File: src/rtl/sr_cnt_pkg.sv
// Shared types and helpers for the clocked-SR counter drive logic.
// Holds the FSM state encoding, the fault counter width and the wrap-aware next-count function.
package sr_cnt_pkg;

    typedef enum logic {
        CLR = 1'b0,
        RUN = 1'b1
    } sr_state_e;

    localparam int FAULT_CNT_W = 8;

    // Step a mod-modulus count by one in either direction, wrapping at the ends.
    function automatic logic [31:0] next_count(input logic [31:0] cnt,
                                               input logic        up,
                                               input int unsigned modulus);
        logic [31:0] res;
        if (up) begin
            res = (cnt == modulus - 1) ? 32'd0 : cnt + 32'd1;
        end else begin
            res = (cnt == 32'd0) ? modulus - 1 : cnt - 32'd1;
        end
        return res;
    endfunction

endpackage

File: src/rtl/sr_excite_cell.sv
// One-bit S/R excitation: moves an SR flop from cur to nxt on the coming edge.
// Purely combinational; never asserts S and R together.
module sr_excite_cell (
    input  logic cur_i,
    input  logic nxt_i,
    output logic s_o,
    output logic r_o
);

    assign s_o = ~cur_i & nxt_i;
    assign r_o = cur_i & ~nxt_i;

endmodule

File: src/rtl/sr_excitation_counter.sv
// Shadow mod-MODULUS up/down counter driving an external SR flop bank; S/R are combinational,
// so bank and shadow count move on the same edge. No backpressure: a request is taken every cycle.
module sr_excitation_counter
    import sr_cnt_pkg::*;
#(
    parameter int unsigned WIDTH   = 4,
    parameter int unsigned MODULUS = 10
) (
    input  logic                   clk,
    input  logic                   rst,
    input  logic                   en,
    input  logic                   up,
    input  logic                   load,
    input  logic [WIDTH-1:0]       load_val,
    input  logic [WIDTH-1:0]       q_fb,
    output logic [WIDTH-1:0]       S,
    output logic [WIDTH-1:0]       R,
    output logic [WIDTH-1:0]       count,
    output logic                   tc,
    output logic                   fault,
    output logic [FAULT_CNT_W-1:0] fault_cnt
);

    localparam logic [WIDTH-1:0] CNT_MAX = WIDTH'(MODULUS - 1);

    sr_state_e              state_q, state_d;
    logic [WIDTH-1:0]       count_q, count_d;
    logic [FAULT_CNT_W-1:0] fault_cnt_q, fault_cnt_d;

    logic [WIDTH-1:0] nxt;
    logic [WIDTH-1:0] s_raw, r_raw;
    logic             mismatch;
    logic             wrap;

    assign mismatch = (state_q == RUN) && (q_fb != count_q);
    assign wrap     = en && (up ? (count_q == CNT_MAX) : (count_q == '0));

    always_comb begin
        nxt = count_q;
        if (load) begin
            nxt = (32'(load_val) < MODULUS) ? load_val : '0;
        end else if (en) begin
            nxt = WIDTH'(next_count(32'(count_q), up, MODULUS));
        end
    end

    for (genvar i = 0; i < WIDTH; i++) begin : g_cell
        sr_excite_cell u_cell (
            .cur_i (count_q[i]),
            .nxt_i (nxt[i]),
            .s_o   (s_raw[i]),
            .r_o   (r_raw[i])
        );
    end

    always_comb begin
        state_d     = state_q;
        count_d     = count_q;
        fault_cnt_d = fault_cnt_q;
        S           = '0;
        R           = '0;
        tc          = 1'b0;
        fault       = 1'b0;
        unique case (state_q)
            CLR: begin
                // The bank has no reset of its own; hold every R high until RUN.
                R       = '1;
                count_d = '0;
                state_d = RUN;
            end
            RUN: begin
                if (mismatch) begin
                    fault   = 1'b1;
                    state_d = CLR;
                    if (fault_cnt_q != '1) begin
                        fault_cnt_d = fault_cnt_q + 1'b1;
                    end
                end else begin
                    S       = s_raw;
                    R       = r_raw;
                    count_d = nxt;
                    tc      = ~load & wrap;
                end
            end
            default: state_d = CLR;
        endcase
    end

    always_ff @(posedge clk or posedge rst) begin
        if (rst) begin
            state_q     <= CLR;
            count_q     <= '0;
            fault_cnt_q <= '0;
        end else begin
            state_q     <= state_d;
            count_q     <= count_d;
            fault_cnt_q <= fault_cnt_d;
        end
    end

    assign count     = count_q;
    assign fault_cnt = fault_cnt_q;

endmodule

File: config.mk
export PLATFORM = sky130hd
export DESIGN_NAME = sr_excitation_counter
export DESIGN_NICKNAME = d
export VERILOG_FILES = /design/src/rtl/sr_cnt_pkg.sv /design/src/rtl/sr_excite_cell.sv /design/src/rtl/sr_excitation_counter.sv
export SDC_FILE = /design/constraint.sdc
export NUM_CORES = 1
export LEC_CHECK = 0
export ABC_AREA = 1
export BUFFER_PORTS_ARGS = -buffer_cell sky130_fd_sc_hd__buf_2
export CORE_ASPECT_RATIO = 0.9
export CORE_MARGIN = 2
export CORE_UTILIZATION = 50
export CTS_CLUSTER_DIAMETER = 120
export DETAILED_ROUTE_END_ITERATION = 8
export PLACE_DENSITY = 0.87
export SLEW_MARGIN = 25
export SYNTH_ARGS = -nofsm -noshare
export SYNTH_HDL_FRONTEND = slang
export SYNTH_SLANG_ARGS = --single-unit
export TNS_END_PERCENT = 50
File: constraint.sdc
create_clock -name clk -period 1.7 [get_ports clk]
set_clock_uncertainty 0.15 [all_clocks]
set_input_delay 0.085 -clock clk [delete_from_list [all_inputs] [get_ports clk]]
set_output_delay 0.085 -clock clk [all_outputs]
set_load 0.02 [all_outputs]
# ---- Word-level counts from Yosys, hierarchy flattened
# Index checks and enable logic that the tools add are counted.
# Widths: inputs -> output; s select.
dict set report totals {
  register_bits 13
  in_bits 13
  out_inout_bits 22
  elab_cells 53
}
dict set report op_classes {
  addsub 3
  magnitude_cmp 1
  n_eq_ne 4
  mux 19
  bitwise_logic 19
  n_reduce_logical 4
}
# cell count
set op_table {}
lappend op_table {{$mux 4} 10}
lappend op_table {{$pmux 4 s2} 2}
lappend op_table {{$not 1->1} 10}
lappend op_table {{$and 1x1->1} 9}
lappend op_table {{$add 8x1->8 const B} 1}
lappend op_table {{$ne 8x8->1 const B} 1}
lappend op_table {{$mux 1} 6}
lappend op_table {{$add 4x1->4 const B} 1}
lappend op_table {{$eq 4x4->1 const B} 1}
lappend op_table {{$logic_not 4->1} 1}
lappend op_table {{$lt 4x4->1 const B} 1}
lappend op_table {{$ne 4x4->1} 1}
lappend op_table {{$sub 4x1->4 const B} 1}
lappend op_table {{$reduce_and 3->1} 1}
lappend op_table {{$logic_and 1x1->1} 2}
lappend op_table {{$ne 2x2->1 const B} 1}
lappend op_table {{$pmux 1 s2} 1}

# ---- Logic depth before layout (Yosys ltp)
# Gate-level depths: netlist of the first run.
dict set report logic_depth {
  word_depth 9
  mapped_depth 11
  depth_no_buf 10
}

# ---- By module
# Synthesis of the first run repeated with hierarchy kept, for this count alone.
dict set report hier_totals {
  cells_unflattened 188
  hier_area_um2 1183.6
}
# mod n_inst cells_each area_each_um2 seq_area_each_um2
set by_module_without_submodules {}
lappend by_module_without_submodules {sr_excitation_counter 1 172 1123.6 325.3}
lappend by_module_without_submodules {sr_excite_cell 4 4 15.0 0.0}

# ---- Worst setup path before layout of the first run
# No wires, ideal clock.
dict set report synth_path {
  path_kind {flip-flop to output port}
  start {reg count_q[1], in the netlist count[1]}
  end {out S[0]}
  arrival_ns 1.449
  t_required_ns 1.465
  setup_slack_ns 0.016
  stages_incl_launch_ff 8
  n_path_buf 1
  cell_sequence {dfrtp_1 -> buf_4 -> xnor2_1 -> nand2_1 -> nor2_4 -> nand2_2 -> or2_1 -> nor2_1}
}
dict set report synth_between {
  elab_chain_cells 8
  word_cells_on_any_way 12
  classes_between {eq/ne (2); mux (7); bitwise (1); reduce/logical (2)}
}
# element line_no
set synth_lines {}
lappend synth_lines {{from (decl)} sr_excitation_counter.sv:27} ;# logic [WIDTH-1:0] count_q, count_d;
lappend synth_lines {{from (signal assigned)} sr_excitation_counter.sv:96} ;# count_q <= count_d;
lappend synth_lines {{$eq 4x4->1 or $logic_not 4->1 (tied branches)} {sr_cnt_pkg.sv:18, sr_cnt_pkg.sv:20}}
lappend synth_lines {{$mux 4, on equally long branches} {sr_cnt_pkg.sv:18, sr_cnt_pkg.sv:20}}
lappend synth_lines {{$mux 4} sr_cnt_pkg.sv:17} ;# if (up) begin
lappend synth_lines {{$mux 4} sr_excitation_counter.sv:42} ;# end else if (en) begin
lappend synth_lines {{$mux 4} sr_excitation_counter.sv:40} ;# if (load) begin
lappend synth_lines {{$and 1x1->1} sr_excite_cell.sv:10} ;# assign s_o = ~cur_i & nxt_i;
lappend synth_lines {{$mux 4 (*)} sr_excitation_counter.sv:72} ;# if (mismatch) begin
lappend synth_lines {{$mux 4 (*)} sr_excitation_counter.sv:64} ;# unique case (state_q)
lappend synth_lines {{to (decl)} sr_excitation_counter.sv:16} ;# output logic [WIDTH-1:0] S,
# Mark *: on every way between the ends. The rest lies on a longest branch, timed or not.

# ---- Final worst setup path of the first run
dict set report layout_path {
  start {reg count_q[1], in the netlist count[1]}
  end {out R[3]}
}
dict set report layout_between {
  elab_chain_cells 9
  word_cells_on_any_way 15
  classes_between {add/sub (2); eq/ne (2); mux (7); bitwise (2); reduce/logical (2)}
}
# element line_no
set layout_lines {}
lappend layout_lines {{$sub 4x1->4, or another cell as far along} sr_cnt_pkg.sv:20} ;# res = (cnt == 32'd0) ? modulus - 1 : cnt - 32'd1;
lappend layout_lines {{$mux 4, on equally long branches} {sr_cnt_pkg.sv:20, sr_cnt_pkg.sv:18}}
lappend layout_lines {{$mux 4} sr_cnt_pkg.sv:17}
lappend layout_lines {{$mux 4} sr_excitation_counter.sv:42}
lappend layout_lines {{$mux 4} sr_excitation_counter.sv:40}
lappend layout_lines {{$not 1->1} sr_excite_cell.sv:11} ;# assign r_o = cur_i & ~nxt_i;
lappend layout_lines {{$and 1x1->1} sr_excite_cell.sv:11}
lappend layout_lines {{$mux 4 (*)} sr_excitation_counter.sv:72}
lappend layout_lines {{$pmux 4 s2 (*)} sr_excitation_counter.sv:64}
lappend layout_lines {{to (decl)} sr_excitation_counter.sv:17} ;# output logic [WIDTH-1:0] R,
# Marks and branches as above.

==> results.json, run 1 <==
{
  "synth.avg_cell_area_um2": 6.17,
  "avgRoutedWirePerCell_um": 12.5,
  "busiest_layer": "met1",
  "slew_viol_final": 0,
  "cts_tree": "yes",
  "switching_power_mw": 0.643,
  "hpwlAfterDp_um": 2060,
  "slew_headroom": 0.681,
  "die_y_um": 49.2,
  "tightest_slew_ns": 0.479,
  "power.density_mw_per_mm2": 941,
  "num_vias": 1362,
  "final_util": 0.726,
  "drt-total-wl_um": 3270,
  "synthCells": 184,
  "post-route-min-period_ns": 2.01,
  "antenna_found_initial": 0,
  "die_x_um": 54.2,
  "status": "complete, but fails checks",
  "drt_iter0_drc": 57,
  "track_usage": 0.229,
  "routed_via_density": 5.22,
  "clock-sinks": 13,
  "grt_pass1_vias": 1120,
  "diodes": 0,
  "place_congestion": 0.904,
  "hp-class": "in2reg",
  "critPathCaptureType": "primary output",
  "violations": "setup timing",
  "ys_ff_latch": 13,
  "setup_viol": 10,
  "arrival_ns": 1.77,
  "irDropWorstVdd_v": 0.000907,
  "drtPass1Iterations": 4,
  "ant_nets": 0,
  "synth_edf_count": 0,
  "cap_violations": 0,
  "synthTopCellsByArea": "dfrtp_1, nand2_1, nand3_1",
  "core_mm2": 0.00216,
  "crit_start": "count[1]$_DFFE_PP0N_",
  "hold_violations": 0,
  "fin_nets": 249,
  "synthDistinctLibCells": 22,
  "grt_max_degree": 14,
  "insertion_delay_ns": 0.27,
  "synth_top_cell_by_area": "dfrtp_1",
  "ys_warn_count": 0,
  "worstSetupPathType": "reg2out",
  "clkPwrFrac": 0.123,
  "cts-buffers-inserted": 3,
  "ys.flop_type": "dfrtp_1",
  "crit_path_max_fanout": 6,
  "drc_errors": 0,
  "grt_util_met2": 0.331,
  "die_area_mm2": 0.00267,
  "r2r-start": "count[1]$_DFFE_PP0N_",
  "p_int_mw": 0.833,
  "fp-row-count": 16,
  "seq_area_frac_synth": 0.286,
  "use_met3": 0.0552,
  "clockBufferDepth": 2,
  "synth_most_common_cell": "nand2_1",
  "p_seq_frac": 0.317,
  "min_from": "load_val[3]",
  "synth_top_area_share": 0.286,
  "grt_pass1_wl_um": 4620,
  "critPathLaunchType": "flip-flop",
  "initial_core_util": 0.525,
  "max_freq_mhz": 498,
  "synth.net_count": 198,
  "rsz0062_at_grt": "true",
  "cp.required_ns": 1.46,
  "use_met1": 0.335,
  "dp_slack_ns": -0.00754,
  "synth_area_mm2": 0.00114,
  "layout_setup_ws_ns": -0.308,
  "synthArstFlopShare": 1.00,
  "drive_gt1_frac": 0.393,
  "whs_ns": 0.104,
  "synthTopCellsByCount": "nand2_1, nand3_1, inv_1, nor2_1, dfrtp_1",
  "grt_overflow_total": 0,
  "switching_share": 0.436,
  "htree_num_levels": 1,
  "pwr-share-comb": 0.560,
  "leakage_nw": 0.905,
  "cts-root-buf": "clkbuf_4",
  "io_buffer_count": 34,
  "finalCritPeriodShare": 1.18,
  "area_growth_pct": 38.1,
  "ioPinCount": 35,
  "path_clk_slew_ns": 0.07
}
-- area by class of cell --
cell class / instances / area (um^2)
Clock buffer: 4 / 26.3
Tap cell: 27 / 33.8
Fill cell: 170 / 593
Multi-Input combinational cell: 137 / 706
Timing Repair Buffer: 56 / 385
Inverter: 24 / 90.1
Sequential cell: 13 / 328
-- state kept, by name, summed over array words and instances, names as in the netlist --
| name | flops |
|---|---|
| count | 4 |
| fault_cnt | 8 |
| state_q | 1 |
-- cell families (layout without fill, tap and decap cells) --
group | count (synthesis) | count (layout) | share of synthesized area
flops | 13 | 13 | 0.286
simple gates | 119 | 119 | 0.456
xor+xnor | 7 | 7 | 0.0540
compound gates | 10 | 10 | 0.0440
buf+inv | 34 | 84 | 0.149
fa+ha+maj | 1 | 1 | 0.0110
-- worst max-delay path, cell delays in order (launching register included) --
cell	delay, ns
dfrtp_2	0.47
nor2_1	0.22
nand2_1	0.12
nand3_1	0.10
nand3_1	0.09
nand2_2	0.08
nand2_2	0.05
nand2_1	0.11
nand2_2	0.10
buf_6	0.15
-- power groups by stage --
stage	clock network [mW]	logic (mW)	registers, mW
5_1_grt	0.211	0.894	0.477
3_3_place_gp	0	0.670	0.465
3_5_place_dp	0	0.677	0.466
4_1_cts	0.188	0.699	0.461
2_1_floorplan	0	0.374	0.539
6_report	0.182	0.826	0.468
-- worst paths after layout --
path                       cells after the start  slack (ns)                        to
setup / recovery                               9       -0.31                      R[3]
hold / removal                                 5        0.10      count[3]$_DFFE_PP0N_
setup reg to reg                               9        0.02      count[0]$_DFFE_PP0N_
hold reg to reg                                2        0.39  fault_cnt[5]$_DFFE_PP0P_
max in group asynchronous                      3        0.83      count[1]$_DFFE_PP0N_
min in group asynchronous                      3        0.22  fault_cnt[2]$_DFFE_PP0P_
-- placed cells by master, fill, tap and decap left out, types with 3 or more instances in the layout --
cell type,netlist,final
nand3_2,0,3
nor2_1,14,13
xnor2_1,4,3
buf_6,3,6
nand2_1,67,57
nand2_2,5,14
inv_1,21,15
clkbuf_4,0,3
inv_2,3,9
xor2_1,3,3
nand3_1,24,21
dfrtp_1,13,11
o21ai_1,3,4
nand4_1,3,3
buf_4,5,25
buf_2,0,24
a21oi_1,3,3
-- what timing repair did --
item	CTS	global route
resized for setup	11	33
endpoints found under the hold margin	13	0
setup buffers	4	5
setup endpoints to repair	10	14
hold buffers	1	0
pin swaps	3	7
-- stage by stage --
stage | area, um^2 | power, mW | TNS [ns] | cells
floorplan | 1140 | 0.913 | 0 | 184
global placement | 1350 | 1.13 | 0 | 247
detailed placement | 1350 | 1.14 | -0.00754 | 247
CTS | 1450 | 1.35 | -1.39 | 256
global route | 1570 | 1.58 | -3.09 | 261
finish | 1570 | 1.48 | -1.74 | 261
-- metal layers --
metal / part of all wire / vias to the layer above / wire, um
met2: 0.47 / 68 / 1530
met4: 0.025 / 0 / 83
li1: - / 668 / -
met5: 0 / - / 0
met1: 0.44 / 618 / 1420
met3: 0.072 / 8 / 237
Note: power is estimated with default switching activity, not from simulation.
==> inputs of run 2 (changes only) <==
--- a/config.mk
+++ b/config.mk
@@ -5,7 +5,6 @@
 export SDC_FILE = /design/constraint.sdc
 export NUM_CORES = 1
 export LEC_CHECK = 0
-export ABC_AREA = 1
 export BUFFER_PORTS_ARGS = -buffer_cell sky130_fd_sc_hd__buf_2
 export CORE_ASPECT_RATIO = 0.9
 export CORE_MARGIN = 2
==> constraint.sdc (replaced) <==
create_clock -name clk -period 2.55 [get_ports clk]
set_clock_uncertainty 0.15 [all_clocks]
set_input_delay 0.1275 -clock clk [delete_from_list [all_inputs] [get_ports clk]]
set_output_delay 0.1275 -clock clk [all_outputs]
set_load 0.02 [all_outputs]
==> run 2 against run 1 <==
  * The flow now finishes without violations
  * Critical path depth shrank 4
  * Total power shrank 21%
  * First-iteration DRC count shrank 67%
  * Worst setup slack gained 0.46 ns
  * Final cell count shrank 31%
  * Sequential power shrank 9.4%
  * Die area shrank 0.81%
  * Via count shrank 22%
  * Sequential share of layout area grew 4.7 points
  * Critical endpoint is now R[1]
  * Clock-buffer cell count is the same
  * Synthesized cell count shrank 30%
==> results.json, run 2 <==
{
  "critPathLaunchType": "flip-flop",
  "synth_area_mm2": 0.00113,
  "largest_register_ffs": 8,
  "hold_violations": 0,
  "track_usage": 0.223,
  "cts-buffers-inserted": 3,
  "synthTopCellsByCount": "dfrtp_1, inv_1, nand2_1, xor2_1",
  "synthArstFlopShare": 1.00,
  "drt_iter0_drc": 19,
  "tns_ns": 0,
  "die_y_um": 49.0,
  "post-route-min-period_ns": 2.40,
  "insertion_delay_ns": 0.28,
  "critPathCaptureType": "primary output",
  "setup_viol": 0,
  "synth_top_area_share": 0.289,
  "synth_fa_ha_area_frac": 0.0111,
  "synthCells": 128,
  "die_x_um": 54.0,
  "fp-row-count": 16,
  "num_vias": 1068,
  "slew_headroom": 0.597,
  "irDropWorstVdd_v": 0.000549,
  "status": "finished, final reports clean",
  "diodes": 0,
  "power.density_mw_per_mm2": 906,
  "ys.flop_type": "dfrtp_1",
  "final_area_mm2": 0.00129,
  "whs_ns": 0.141,
  "synth.avg_cell_area_um2": 8.80,
  "synthDistinctLibCells": 41,
  "place_congestion": 0.850,
  "busiest_layer": "met2",
  "synth.net_count": 142,
  "ioPinCount": 35,
  "clock-sinks": 13,
  "ys_ff_latch": 13,
  "avgRoutedWirePerCell_um": 14.3,
  "drc_errors": 0,
  "antenna_found_initial": 0,
  "clockBufferDepth": 2,
  "leakage_nw": 0.563,
  "synth_xor_area_frac": 0.101,
  "synth_mux_area_frac": 0.0289,
  "area_growth_pct": 14.6,
  "path_clk_slew_ns": 0.08,
  "synth_edf_count": 0,
  "slew_viol_final": 0,
  "crit_path_max_fanout": 16,
  "core_mm2": 0.00216,
  "use_met3": 0.0521,
  "layout_common_cells": "buf_2, dfrtp_1, inv_1, nand2_1, xor2_1",
  "hp-class": "in2reg",
  "grt_pass1_wl_um": 4480,
  "synth_top_family_by_area": "simple AND/OR/NAND/NOR gates",
  "initial_core_util": 0.521,
  "drtPass1Iterations": 4,
  "grt_max_degree": 17,
  "seq_area_frac_synth": 0.289,
  "drive_gt1_frac": 0.357,
  "n_fill_cell": 185,
  "synth-simple-area-share": 0.301,
  "grt_util_met2": 0.321,
  "synth_most_common_cell": "dfrtp_1",
  "synth_compound_area_frac": 0.163,
  "arrival_ns": 2.12,
  "ys_warn_count": 0,
  "hpwlAfterDp_um": 1890,
  "cts-root-buf": "clkbuf_4",
  "cts_tree": "yes",
  "htree_num_levels": 1,
  "routed_via_density": 5.90,
  "worstSetupPathType": "reg2out",
  "final_common_cell": "buf_2",
  "cp.required_ns": 2.27,
  "drt-total-wl_um": 2600,
  "synth_top_cell_by_area": "dfrtp_1",
  "use_met1": 0.316,
  "max_freq_mhz": 417,
  "rsz0062_at_grt": "false",
  "grt_pass1_vias": 1011,
  "finalCritPeriodShare": 0.940,
  "cap_violations": 0,
  "io_buffer_count": 34,
  "fin_nets": 169,
  "ant_nets": 0,
  "die_area_mm2": 0.00265,
  "grt_overflow_total": 0,
  "synthTopCellsByArea": "dfrtp_1, xor2_1, xnor2_1",
  "place_area_mm2": 0.00125,
  "tightest_slew_ns": 0.603
}
run 2: kinds of logic (layout without fill, tap and decap cells):
logic type | Yosys count | in the layout
AND/OR/NAND/NOR | 51 | 51
adder cells (fa/ha/maj) | 1 | 1
XOR/XNOR | 13 | 13
multiplexers | 3 | 3
flip-flops | 13 | 13
AO/OA/AOI/OAI | 25 | 25
buffers and inverters | 22 | 48
run 2: critical path: stages (launching register included):
cell and delay [ns]:
dfrtp_2 0.53, or4b_1 0.55, o22ai_1 0.18, o31ai_1 0.15
a31o_2 0.28, buf_2 0.16
run 2: report_power, final:
| group | total (mW) | internal (mW) | switching, mW |
|---|---|---|---|
| Combinational | 0.615 | 0.249 | 0.366 |
| Sequential | 0.424 | 0.289 | 0.135 |
| Clock | 0.128 | 0.0608 | 0.0677 |
| Total | 1.17 | 0.599 | 0.569 |
run 2: area by class of cell:
type | instances | area (um^2) | share of cell area
multi-input cells | 93 | 682 | 0.529
flip-flops and latches | 13 | 330 | 0.256
repair buffers | 36 | 188 | 0.145
clock buffers | 4 | 26.3 | 0.0204
well taps | 27 | 33.8 | 0.0262
inverters | 8 | 30.0 | 0.0233
run 2: worst paths after layout:
path,from,end,slack (ns),depth (start not counted)
worst min register to register,fault_cnt[5]$_DFFE_PP0P_,fault_cnt[5]$_DFFE_PP0P_,0.37,1
worst max register to register,count[0]$_DFFE_PP0N_,fault_cnt[6]$_DFFE_PP0P_,0.46,5
worst max-delay path,count[0]$_DFFE_PP0N_,R[1],0.15,5
worst min-delay path,q_fb[2],state_q$_DFF_PP0_,0.14,4
min in group asynchronous,rst,fault_cnt[6]$_DFFE_PP0P_,0.25,3
max in group asynchronous,rst,count[3]$_DFFE_PP0N_,1.64,3
run 2: repair_timing:
item | 4_1_cts | 5_1_grt
endpoints found under the hold margin | 13 | 0
resized for setup | 0 | 4
hold buffers | 1 | 0
setup buffers | 0 | 0
endpoints found under the setup margin | 0 | 2
run 2: metrics by stage:
stage	total power, mW	setup WS [ns]	utilization	instances
floorplan	0.873	0.456	-	128
finish	1.17	0.152	0.597	181
global placement	1.02	0.417	0.578	176
CTS	1.17	0.0182	0.594	181
global route	1.26	0.0178	0.597	181
detailed placement	1.04	0.331	0.578	176
run 2: layer usage:
metal / up-vias / part of all wire
met5: - / 0
met4: 0 / 0.026
met1: 507 / 0.45
met2: 42 / 0.46
met3: 8 / 0.068
li1: 511 / -
